## config.mk

```make
export PLATFORM = sky130hd
export DESIGN_NAME = pattern_sequencer_flat
export DESIGN_NICKNAME = d
export VERILOG_FILES = /design/src/rtl/pat_seq_pkg.sv /design/src/rtl/pattern_sequencer_if.sv /design/src/rtl/pat_seq_write_unit.sv /design/src/rtl/pattern_sequencer.sv /design/src/flat_wrapper.sv
export SDC_FILE = /design/constraint.sdc
export NUM_CORES = 1
export LEC_CHECK = 0
export ABC_AREA = 1
export CORE_ASPECT_RATIO = 1.75
export CORE_MARGIN = 5
export CORE_UTILIZATION = 42
export DETAILED_ROUTE_END_ITERATION = 8
export PLACE_DENSITY = 0.75
export SETUP_SLACK_MARGIN = 0.05
export SYNTH_ARGS = -nofsm -noshare
export SYNTH_HDL_FRONTEND = slang
export SYNTH_SLANG_ARGS = --single-unit
```

## constraint.sdc

```tcl
create_clock -name clk -period 1.65 [get_ports clk]
set_input_delay 0.2475 -clock clk [delete_from_list [all_inputs] [get_ports clk]]
set_output_delay 0.2475 -clock clk [all_outputs]
set_load 0.005 [all_outputs]
```

## src/rtl/pat_seq_pkg.sv

```systemverilog
// Shared definitions for the pattern sequencer: widths, the state encoding
// and the modular buffer-pointer increment.
package pat_seq_pkg;

   localparam int BUFFER_SIZE  = 32;
   localparam int BUFFER_WIDTH = 6;
   localparam int NUM_BUFFERS  = 8;
   localparam int BUFP_W       = $clog2(NUM_BUFFERS);
   localparam int FIELDP_W     = $clog2(BUFFER_SIZE);

   typedef enum logic [2:0] {
      IDLE,
      LOAD_BUF,
      ZERO_F,
      RUN,
      ADV_BUF,
      WR_SEEK,
      WR_STROBE,
      WR_RESTORE
   } state_t;

   function automatic logic [BUFP_W-1:0] ptr_next(input logic [BUFP_W-1:0] ptr);
      if (ptr == BUFP_W'(NUM_BUFFERS - 1)) return '0;
      return ptr + 1'b1;
   endfunction

endpackage

```

## src/rtl/pattern_sequencer_if.sv

```systemverilog
// Connections between the pattern sequencer, the processor core, the serial
// loader and the buffers block; the sequencer uses the slave modport.
interface pattern_sequencer_if;
   import pat_seq_pkg::*;

   logic                    start;
   logic                    stop;
   logic                    step;
   logic [BUFP_W-1:0]       buf_first;
   logic [BUFP_W-1:0]       buf_last;
   logic [FIELDP_W-1:0]     field_last;
   logic                    ssel;
   logic [BUFP_W-1:0]       saddr;
   logic                    wr_req;
   logic [FIELDP_W-1:0]     wr_field;
   logic [BUFFER_WIDTH-1:0] wr_data;
   logic                    wr_ack;
   logic [BUFP_W-1:0]       bufp;
   logic [FIELDP_W-1:0]     fieldp;
   logic [BUFFER_WIDTH-1:0] field_in;
   logic                    field_write;
   logic                    busy;
   logic                    done;
   logic                    buf_wrap;

   modport master (
      output start, stop, step, buf_first, buf_last, field_last, ssel, saddr,
             wr_req, wr_field, wr_data,
      input  wr_ack, bufp, fieldp, field_in, field_write, busy, done, buf_wrap
   );

   modport slave (
      input  start, stop, step, buf_first, buf_last, field_last, ssel, saddr,
             wr_req, wr_field, wr_data,
      output wr_ack, bufp, fieldp, field_in, field_write, busy, done, buf_wrap
   );

endinterface

```

## src/rtl/pat_seq_write_unit.sv

```systemverilog
// Field-write sequencer: borrows fieldp for one strobe and then restores it.
// Started by a go pulse; ret marks the final cycle, after which the caller resumes.
module pat_seq_write_unit
   import pat_seq_pkg::*;
(
   input  logic                    clk,
   input  logic                    rst_n,
   input  logic                    go,
   input  logic [FIELDP_W-1:0]     fieldp,
   input  logic [FIELDP_W-1:0]     wr_field,
   input  logic [BUFFER_WIDTH-1:0] wr_data,
   output logic                    busy,
   output logic                    ret,
   output logic                    fieldp_load,
   output logic [FIELDP_W-1:0]     fieldp_val,
   output logic [BUFFER_WIDTH-1:0] field_in,
   output logic                    field_write,
   output logic                    wr_ack
);

   state_t              wstate, wstate_next;
   logic [FIELDP_W-1:0] saved_fieldp;

   always_comb begin
      wstate_next = wstate;
      unique case (wstate)
         IDLE:       if (go) wstate_next = WR_SEEK;
         WR_SEEK:    wstate_next = WR_STROBE;
         WR_STROBE:  wstate_next = WR_RESTORE;
         WR_RESTORE: wstate_next = IDLE;
         default:    wstate_next = IDLE;
      endcase
   end

   assign busy        = (wstate != IDLE);
   assign ret         = (wstate == WR_RESTORE);
   assign fieldp_load = (wstate == WR_SEEK) || (wstate == WR_RESTORE);
   assign fieldp_val  = (wstate == WR_SEEK) ? wr_field : saved_fieldp;

   // Reset drops a write in flight without acknowledging it.
   always_ff @(posedge clk) begin
      if (!rst_n) begin
         wstate       <= IDLE;
         saved_fieldp <= '0;
         field_in     <= '0;
         field_write  <= 1'b0;
         wr_ack       <= 1'b0;
      end else begin
         wstate      <= wstate_next;
         field_write <= (wstate == WR_STROBE);
         wr_ack      <= (wstate == WR_RESTORE);
         if (wstate == WR_SEEK) begin
            saved_fieldp <= fieldp;
            field_in     <= wr_data;
         end
      end
   end

endmodule

```

## src/rtl/pattern_sequencer.sv

```systemverilog
// Pattern sequencer top: steps fieldp through each buffer and bufp over a range.
// Define PATSEQ_LOOP_EN to wrap the range continuously instead of finishing with done.
module pattern_sequencer
   import pat_seq_pkg::*;
(
   input logic                clk,
   input logic                rst_n,
   pattern_sequencer_if.slave bus
);

   state_t                  state, state_next;
   logic [BUFP_W-1:0]       bufp, bufp_nxt, bufp_src;
   logic [FIELDP_W-1:0]     fieldp;
   logic                    busy, done, stop_pend;
   logic                    bufp_load, fieldp_clr, fieldp_inc, done_set;
   logic                    run_active, wr_accept, at_last, ssel_hit;
   logic                    wr_go, wr_busy, wr_ret, wr_fieldp_load, wr_ack, field_write;
   logic [FIELDP_W-1:0]     wr_fieldp_val;
   logic [BUFFER_WIDTH-1:0] field_in;
`ifdef PATSEQ_LOOP_EN
   logic                    wrap_set, buf_wrap;
`endif

   // The main FSM freezes while the write unit runs, so its state is the return point.
   assign run_active = (state == RUN) && !wr_busy;
   assign wr_accept  = bus.wr_req && !wr_ack;
   assign at_last    = (bufp == bus.buf_last);
   assign bufp_nxt   = at_last ? bus.buf_first : ptr_next(bufp);
   assign ssel_hit   = bus.ssel && (bus.saddr == bufp_nxt);

   always_comb begin
      state_next = state;
      wr_go      = 1'b0;
      bufp_load  = 1'b0;
      bufp_src   = bufp_nxt;
      fieldp_clr = 1'b0;
      fieldp_inc = 1'b0;
      done_set   = 1'b0;
`ifdef PATSEQ_LOOP_EN
      wrap_set   = 1'b0;
`endif
      if (!wr_busy) begin
         unique case (state)
            IDLE: begin
               if (wr_accept)      wr_go = 1'b1;
               else if (bus.start) state_next = LOAD_BUF;
            end
            LOAD_BUF: begin
               bufp_load  = 1'b1;
               bufp_src   = bus.buf_first;
               state_next = ZERO_F;
            end
            ZERO_F: begin
               fieldp_clr = 1'b1;
               state_next = RUN;
            end
            RUN: begin
               if (bus.stop || stop_pend)         state_next = IDLE;
               else if (wr_accept)                wr_go = 1'b1;
               else if (bus.step) begin
                  if (fieldp < bus.field_last)    fieldp_inc = 1'b1;
                  else                            state_next = ADV_BUF;
               end
            end
            ADV_BUF: begin
`ifdef PATSEQ_LOOP_EN
               if (!ssel_hit) begin
                  bufp_load  = 1'b1;
                  wrap_set   = at_last;
                  state_next = ZERO_F;
               end
`else
               if (at_last) begin
                  done_set   = 1'b1;
                  state_next = IDLE;
               end else if (!ssel_hit) begin
                  bufp_load  = 1'b1;
                  state_next = ZERO_F;
               end
`endif
            end
            default: state_next = IDLE;
         endcase
      end
   end

   always_ff @(posedge clk) begin
      if (!rst_n) begin
         state     <= IDLE;
         bufp      <= '0;
         fieldp    <= '0;
         busy      <= 1'b0;
         done      <= 1'b0;
         stop_pend <= 1'b0;
      end else begin
         state <= state_next;
         busy  <= (state_next != IDLE) || wr_go || (wr_busy && !wr_ret);
         done  <= done_set;
         if (bufp_load) bufp <= bufp_src;
         if (wr_fieldp_load)  fieldp <= wr_fieldp_val;
         else if (fieldp_clr) fieldp <= '0;
         else if (fieldp_inc) fieldp <= fieldp + 1'b1;
         if (run_active)      stop_pend <= 1'b0;
         else if (bus.stop)   stop_pend <= 1'b1;
      end
   end

`ifdef PATSEQ_LOOP_EN
   always_ff @(posedge clk) begin
      if (!rst_n) buf_wrap <= 1'b0;
      else        buf_wrap <= wrap_set;
   end
   assign bus.buf_wrap = buf_wrap;
`else
   assign bus.buf_wrap = 1'b0;
`endif

   pat_seq_write_unit u_write (
      .clk         (clk),
      .rst_n       (rst_n),
      .go          (wr_go),
      .fieldp      (fieldp),
      .wr_field    (bus.wr_field),
      .wr_data     (bus.wr_data),
      .busy        (wr_busy),
      .ret         (wr_ret),
      .fieldp_load (wr_fieldp_load),
      .fieldp_val  (wr_fieldp_val),
      .field_in    (field_in),
      .field_write (field_write),
      .wr_ack      (wr_ack)
   );

   assign bus.bufp        = bufp;
   assign bus.fieldp      = fieldp;
   assign bus.busy        = busy;
   assign bus.done        = done;
   assign bus.wr_ack      = wr_ack;
   assign bus.field_in    = field_in;
   assign bus.field_write = field_write;

endmodule

```

## src/flat_wrapper.sv

```systemverilog
// flat-port wrapper written by rule: the top's interface ports become plain ports
module pattern_sequencer_flat import pat_seq_pkg::*;
  (clk, rst_n, bus_start, bus_stop, bus_step, bus_buf_first, bus_buf_last, bus_field_last, bus_ssel, bus_saddr, bus_wr_req, bus_wr_field, bus_wr_data, bus_wr_ack, bus_bufp, bus_fieldp, bus_field_in, bus_field_write, bus_busy, bus_done, bus_buf_wrap);
  pattern_sequencer_if bus_i ();
  input logic clk;
  input logic rst_n;
  input wire logic [$bits(bus_i.start)-1:0] bus_start;
  input wire logic [$bits(bus_i.stop)-1:0] bus_stop;
  input wire logic [$bits(bus_i.step)-1:0] bus_step;
  input wire logic [$bits(bus_i.buf_first)-1:0] bus_buf_first;
  input wire logic [$bits(bus_i.buf_last)-1:0] bus_buf_last;
  input wire logic [$bits(bus_i.field_last)-1:0] bus_field_last;
  input wire logic [$bits(bus_i.ssel)-1:0] bus_ssel;
  input wire logic [$bits(bus_i.saddr)-1:0] bus_saddr;
  input wire logic [$bits(bus_i.wr_req)-1:0] bus_wr_req;
  input wire logic [$bits(bus_i.wr_field)-1:0] bus_wr_field;
  input wire logic [$bits(bus_i.wr_data)-1:0] bus_wr_data;
  output wire logic [$bits(bus_i.wr_ack)-1:0] bus_wr_ack;
  output wire logic [$bits(bus_i.bufp)-1:0] bus_bufp;
  output wire logic [$bits(bus_i.fieldp)-1:0] bus_fieldp;
  output wire logic [$bits(bus_i.field_in)-1:0] bus_field_in;
  output wire logic [$bits(bus_i.field_write)-1:0] bus_field_write;
  output wire logic [$bits(bus_i.busy)-1:0] bus_busy;
  output wire logic [$bits(bus_i.done)-1:0] bus_done;
  output wire logic [$bits(bus_i.buf_wrap)-1:0] bus_buf_wrap;
  assign bus_i.start = bus_start;
  assign bus_i.stop = bus_stop;
  assign bus_i.step = bus_step;
  assign bus_i.buf_first = bus_buf_first;
  assign bus_i.buf_last = bus_buf_last;
  assign bus_i.field_last = bus_field_last;
  assign bus_i.ssel = bus_ssel;
  assign bus_i.saddr = bus_saddr;
  assign bus_i.wr_req = bus_wr_req;
  assign bus_i.wr_field = bus_wr_field;
  assign bus_i.wr_data = bus_wr_data;
  assign bus_wr_ack = bus_i.wr_ack;
  assign bus_bufp = bus_i.bufp;
  assign bus_fieldp = bus_i.fieldp;
  assign bus_field_in = bus_i.field_in;
  assign bus_field_write = bus_i.field_write;
  assign bus_busy = bus_i.busy;
  assign bus_done = bus_i.done;
  assign bus_buf_wrap = bus_i.buf_wrap;
  pattern_sequencer u_core (.clk(clk), .rst_n(rst_n), .bus(bus_i));
endmodule
```

==> Word-level counts from Yosys, hierarchy flattened <==
Index checks and enable logic that the tools add are counted.
{ "classes": {"addsub": 2, "multipliers": 0, "div_mod_pow": 0, "order_cmp": 1, "eq_ne": 11, "shift": 0, "muxes": 39, "n_bitwise": 2, "reduce_logical": 18} }
{ "op_table": {"columns": ["op", "count"], "rows": [
  ["$mux 3", 15],
  ["$mux 5", 4],
  ["$mux 1", 16],
  ["$eq 3x3->1 const B", 5],
  ["$pmux 3 s5", 1],
  ["$pmux 3 s3", 1],
  ["$reduce_bool 3->1", 3],
  ["$eq 3x2->1 const B", 2],
  ["$eq 3x3->1", 2],
  ["$logic_not 3->1", 2],
  ["$add 5x1->5 const B", 1],
  ["$lt 5x5->1", 1],
  ["$logic_and 1x1->1", 4],
  ["$logic_or 1x1->1", 4],
  ["$pmux 1 s2", 2],
  ["$add 3x1->3 const B", 1],
  ["$eq 3x1->1 const B", 1],
  ["$logic_not 1->1", 3],
  ["$reduce_or 3->1", 1],
  ["$ne 2x1->1 const B", 1],
  ["$not 1->1", 2],
  ["$reduce_or 2->1", 1]
]} }
{ "totals": {"register_bits": 30, "latch_bits": 0, "ram_bits": 0, "mem_bits_ro": 0, "input_bits": 32, "out_inout_bits": 19, "word_cells": 84, "n_memories": 0} }

==> Logic depth before layout (Yosys ltp) <==
{ "depth": {"word_depth": 13, "mapped_depth": 16, "depth_no_buf": 16} }

==> Cells and area by module <==
Synthesis repeated with hierarchy kept, for this count alone.
{ "unflattened": {"hier_cells": 281, "hier_area_um2": 1909.3} }
{ "modules_own_cells": {"columns": ["module", "instances", "cells_each", "area_per_inst_um2", "seq_area_each_um2"], "rows": [
  ["pattern_sequencer", 1, 183, 1143.6, 280.3],
  ["pat_seq_write_unit", 1, 98, 765.7, 320.3]
]} }

==> Least setup slack after synthesis <==
OpenSTA, ideal clock, no wires.
{ "synth_path": {"path_kind": "reg-to-reg", "start": "reg u_core.bufp[0], in the netlist u_core.bus.bufp[0]", "end": "reg u_core.busy, in the netlist u_core.bus.busy", "setup_ns": 0.112, "arrival_ns": 1.559, "required_ns": 1.538, "slack_ns": -0.021, "path_stages_with_launch": 15, "n_path_buf": 0, "synth_period_minus_slack_ns": 1.671, "path_cell_list": "dfxtp_1 > ha_1 > ha_1 > inv_1 > nand2_1 > nand3_1 > nand2_1 > nor2_1 > nand2_2 > nand2_4 > nand3b_1 > nand2_1 > nand2_1 > nand2_1 > nand2_1"} }
{ "synth_via": {"elab_chain_cells": 13, "elab_cells_between_ends": 15, "classes_between": "add/sub: 1; eq/ne: 3; mux: 7; reduce/logical: 4"} }
{ "synth_rtl": {"columns": ["item", "line_no", "rtl"], "rows": [
  ["start, declared", "pattern_sequencer.sv:12", "logic [BUFP_W-1:0] bufp, bufp_nxt, bufp_src;"],
  ["start signal, assigned", "pattern_sequencer.sv:99", "if (bufp_load) bufp <= bufp_src;"],
  ["parallel branches: the longest is 7 deep, another holds $add 3x1->3", null, null],
  ["$mux 3 *", "pattern_sequencer.sv:73", "if (at_last) begin"],
  ["$pmux 3 s5 *", "pattern_sequencer.sv:43", "unique case (state)"],
  ["$mux 3 *", "pattern_sequencer.sv:42", "if (!wr_busy) begin"],
  ["$reduce_bool 3->1 *", "pattern_sequencer.sv:97", "busy <= (state_next != IDLE) || wr_go || (wr_busy && !wr_ret);"],
  ["$logic_or 1x1->1 * (2 in a row)", "pattern_sequencer.sv:97", null],
  ["end signal, assigned", "pattern_sequencer.sv:97", null],
  ["end, declared", "pattern_sequencer.sv:14", "logic busy, done, stop_pend;"]
]} }
Every way passes the cells marked *.
A chain may end at the register's enable or synchronous reset.

==> Final worst setup path <==
{ "layout_path": {"start": "reg u_core.bufp[1], in the netlist u_core.bus.bufp[1]", "end": "reg u_core.bufp[2], in the netlist u_core.bus.bufp[2]"} }
{ "layout_via": {"elab_chain_cells": 10, "elab_cells_between_ends": 14, "classes_between": "add/sub: 1; eq/ne: 3; mux: 9; reduce/logical: 1"} }
{ "layout_rtl": {"columns": ["item"], "rows": [
  ["parallel branches: the longest is 10 deep, another holds $add 3x1->3"]
]} }
Several ways; the timed one is not identified.

==> results.sh <==
export IMPL_dieArea_mm2=0.00555
export IMPL_vias_per_cell=5.12
export IMPL_drt_iter0_markers=60
export IMPL_cpLargestDelayFamily="simple AND/OR/NAND/NOR gates"
export IMPL_mostFrequentLayoutCells="nand2_1, clkdlybuf4s50_1, nor2_1"
export IMPL_cp_common_cell="nand2_2"
export IMPL_multi_input_area_mm2=0.00115
export IMPL_routabilityCongestion=0.934
export IMPL_initial_core_util=0.425
export IMPL_cp_arrival_ns=1.92
export IMPL_min_from="u_core.u_write.saved_fieldp[2]$_SDFFE_PN0P_"
export IMPL_tritoncts="built"
export IMPL_yosys_warnings=0
export IMPL_num_rows=31
export IMPL_core_mm2=0.00407
export IMPL_drive_gt1_frac=0.284
export IMPL_syn_avg_cell_area_um2=6.81
export IMPL_fin_ws_ns=-0.0928
export IMPL_fillers=339
export IMPL_cp_required_ns=1.83
export IMPL_synth_seq_cells=30
export IMPL_clockBufferDepth=2
export IMPL_wl_per_cell_um=13.4
export IMPL_end_kind="flip-flop"
export IMPL_r2r_end="u_core.bus.bufp[2]$_SDFFE_PN0P_"
export IMPL_post_route_period_util=1.06
export IMPL_stdcell_area_mm2=0.00281
export IMPL_cp_start_kind="flip-flop"
export IMPL_htree_levels=2
export IMPL_drc=0
export IMPL_ant_nets=0
export IMPL_clk_pin_slew_worst_paths_ns=0.06
export IMPL_grt_usage=0.198
export IMPL_dpl_cell_area_mm2=0.00247
export IMPL_synthCells=254
export IMPL_synthFlopType="dfxtp_1"
export IMPL_hp_class="reg -> reg"
export IMPL_cts_made_buffers=5
export IMPL_dp_cells=371
export IMPL_fp_dieH_um=94.9
export IMPL_timing_fmax_ghz=0.574
export IMPL_rsz0062_at_grt="true"
export IMPL_cap_violations=0
export IMPL_setup_worst_path_class="reg -> reg"
export IMPL_first_pass_iters=5
export IMPL_fp_dieW_um=58.5
export IMPL_hold_depth=2
export IMPL_synth_cell_types=30
export IMPL_async_flop_share=0
export IMPL_setup_tns_ns=-0.308
export IMPL_seq_area_um2=618
export IMPL_critPathBufInv=1
export IMPL_ctsRootBufferMaster="clkbuf_8"
export IMPL_mappedNetlistArea_mm2=0.00173
export IMPL_leakagePower_uw=0.00128
export IMPL_finClkSkew_ns=0.00460
export IMPL_nets=376
export IMPL_cp_slowest_cell="dfxtp_4"
export IMPL_finalWirelength_um=5170
export IMPL_port_buffers=49
export IMPL_setup_viol=5
export IMPL_status="finished, violations left"
export IMPL_r2r_start="u_core.bus.bufp[1]$_SDFFE_PN0P_"
export IMPL_r2r_cells=13
export IMPL_vias=1980
export IMPL_syn_nets=293
export IMPL_failed_checks="setup timing"
export IMPL_powerDensity_mw_per_mm2=1290
export IMPL_clkLatencyLatePin_ns=0.28
export IMPL_peakVddDrop_uv=824
export IMPL_boundaryPins=51
export IMPL_grt_overflow=0
export IMPL_worstPathCellList="xnor2_2, buf_6, nand4_1, nand2_2, nand2_2, nand2_2, nor2_4, nand2_2, nand2_4, o21ai_4, nand2_1, nand2_1, nor2_1"
export IMPL_syn2layout_area_growth_pct=62.6
export IMPL_hpwl_um=3830
export IMPL_n_antenna_cell=0
export IMPL_hold_violations=0
export IMPL_holdBufCountCts=0
export IMPL_final_cells=387
export IMPL_grt_pass1_vias=2056
export IMPL_grt_antenna_before_repair=0
export IMPL_cp_max_fo=6
export IMPL_numClockSinks=30
export IMPL_ys_seq_area_frac=0.347
export IMPL_drv_slew=0
export IMPL_fin_crit_ns=1.74
export IMPL_holdPathEnd="u_core.u_write.saved_fieldp[2]$_SDFFE_PN0P_"
export IMPL_grt_max_degree=13
export IMPL_synth_edf_count=0
export IMPL_r2r_slack_ns=-0.09
export IMPL_grt_pass1_wl_um=8520
export IMPL_max_stage_delay_ns=0.36
export IMPL_preCtsSetupSlack_ns=-0.492
==> cell families after synthesis <==
family,synth area share
AND/OR/NAND/NOR,0.339
buffers and inverters,0.0976
AO/OA/AOI/OAI,0.132
adder cells (fa/ha/maj),0.0506
flip-flops,0.347
other,0.00217
XOR/XNOR,0.0246
multiplexers,0.00651
==> power by group <==
part           switching, µW  internal, µW
Combinational            958           919
Sequential               132           907
Clock                    279           444
Total                   1370          2270
==> cells in the mapped netlist, types with 3 or more instances <==
library cell | number | area [µm²]
o21ai_1 | 6 | 30.0
nand3_1 | 17 | 85.1
buf_2 | 3 | 15.0
o21ai_0 | 14 | 70.1
a41oi_1 | 4 | 35.0
inv_2 | 4 | 15.0
nand4_1 | 7 | 43.8
nand3b_1 | 4 | 30.0
inv_1 | 32 | 120
xor2_1 | 3 | 26.3
nor3_1 | 4 | 20.0
ha_1 | 7 | 87.6
nand2_2 | 5 | 31.3
dfxtp_1 | 30 | 601
nor2_1 | 38 | 143
a21oi_1 | 11 | 55.1
clkbuf_1 | 3 | 11.3
nand2_1 | 50 | 188
==> metal layers <==
metal,share of wire,routed length (µm),up-vias,track usage
met5,0,0,-,0
met4,0.031,161,0,0.103
met3,0.030,157,15,0.0301
met2,0.58,3020,49,0.387
met1,0.35,1830,927,0.187
li1,-,-,989,-
==> final cells by class <==
type                       count  area share
clock buffer                   5      0.0245
clock inverter                 3      0.0142
inverter                      36      0.0480
multi-input combinational    182       0.407
sequential                    30       0.220
tap                           49      0.0218
timing repair buffer          82       0.265
==> flip-flops by register name (all words and copies together) (netlist names) <==
register,cells
u_core.u_write.field_in,6
u_core.bus.fieldp,5
u_core.u_write.saved_fieldp,5
u_core.bus.bufp,3
u_core.state,3
u_core.u_write.wstate,3
u_core.bus.busy,1
u_core.bus.done,1
u_core.stop_pend,1
u_core.u_write.field_write,1
u_core.u_write.wr_ack,1
==> per-stage QoR <==
step / utilization / hold slack (ns) / total power (µW)
floorplan: - / 0.382 / 1900
global placement: 0.607 / 0.449 / 2600
detailed placement: 0.607 / 0.456 / 2630
CTS: 0.663 / 0.465 / 3500
global route: 0.691 / 0.483 / 3900
finish: 0.691 / 0.462 / 3640
==> timing repair <==
item	CTS	global route
pin swaps	25	26
endpoints found under the setup margin	12	13
setup buffers	4	3
resized for setup	23	27
cloned	1	0
==> how the worst max path moves through the flow <==
| stage | start | endpoint | slack (ns) | cells past startpoint |
|---|---|---|---|---|
| floorplan | u_core.bus.bufp[1]$_SDFFE_PN0P_ | u_core.bus.busy$_SDFF_PN0_ | 0.04 | 14 |
| global placement | bus_field_last[4] | u_core.bus.busy$_SDFF_PN0_ | -0.47 | 14 |
| detailed placement | bus_field_last[4] | u_core.bus.busy$_SDFF_PN0_ | -0.49 | 14 |
| CTS | u_core.bus.bufp[1]$_SDFFE_PN0P_ | u_core.bus.bufp[2]$_SDFFE_PN0P_ | -0.10 | 14 |
| global route | u_core.bus.bufp[1]$_SDFFE_PN0P_ | u_core.bus.bufp[2]$_SDFFE_PN0P_ | -0.22 | 13 |
| finish | u_core.bus.bufp[1]$_SDFFE_PN0P_ | u_core.bus.bufp[2]$_SDFFE_PN0P_ | -0.09 | 13 |
==> tightest hold or removal path, cell delays in order (launching register included) <==
cell and delay [ns]:
dfxtp_1 0.30, inv_1 0.06, a21oi_1 0.06
(Power assumes the default switching activity.)
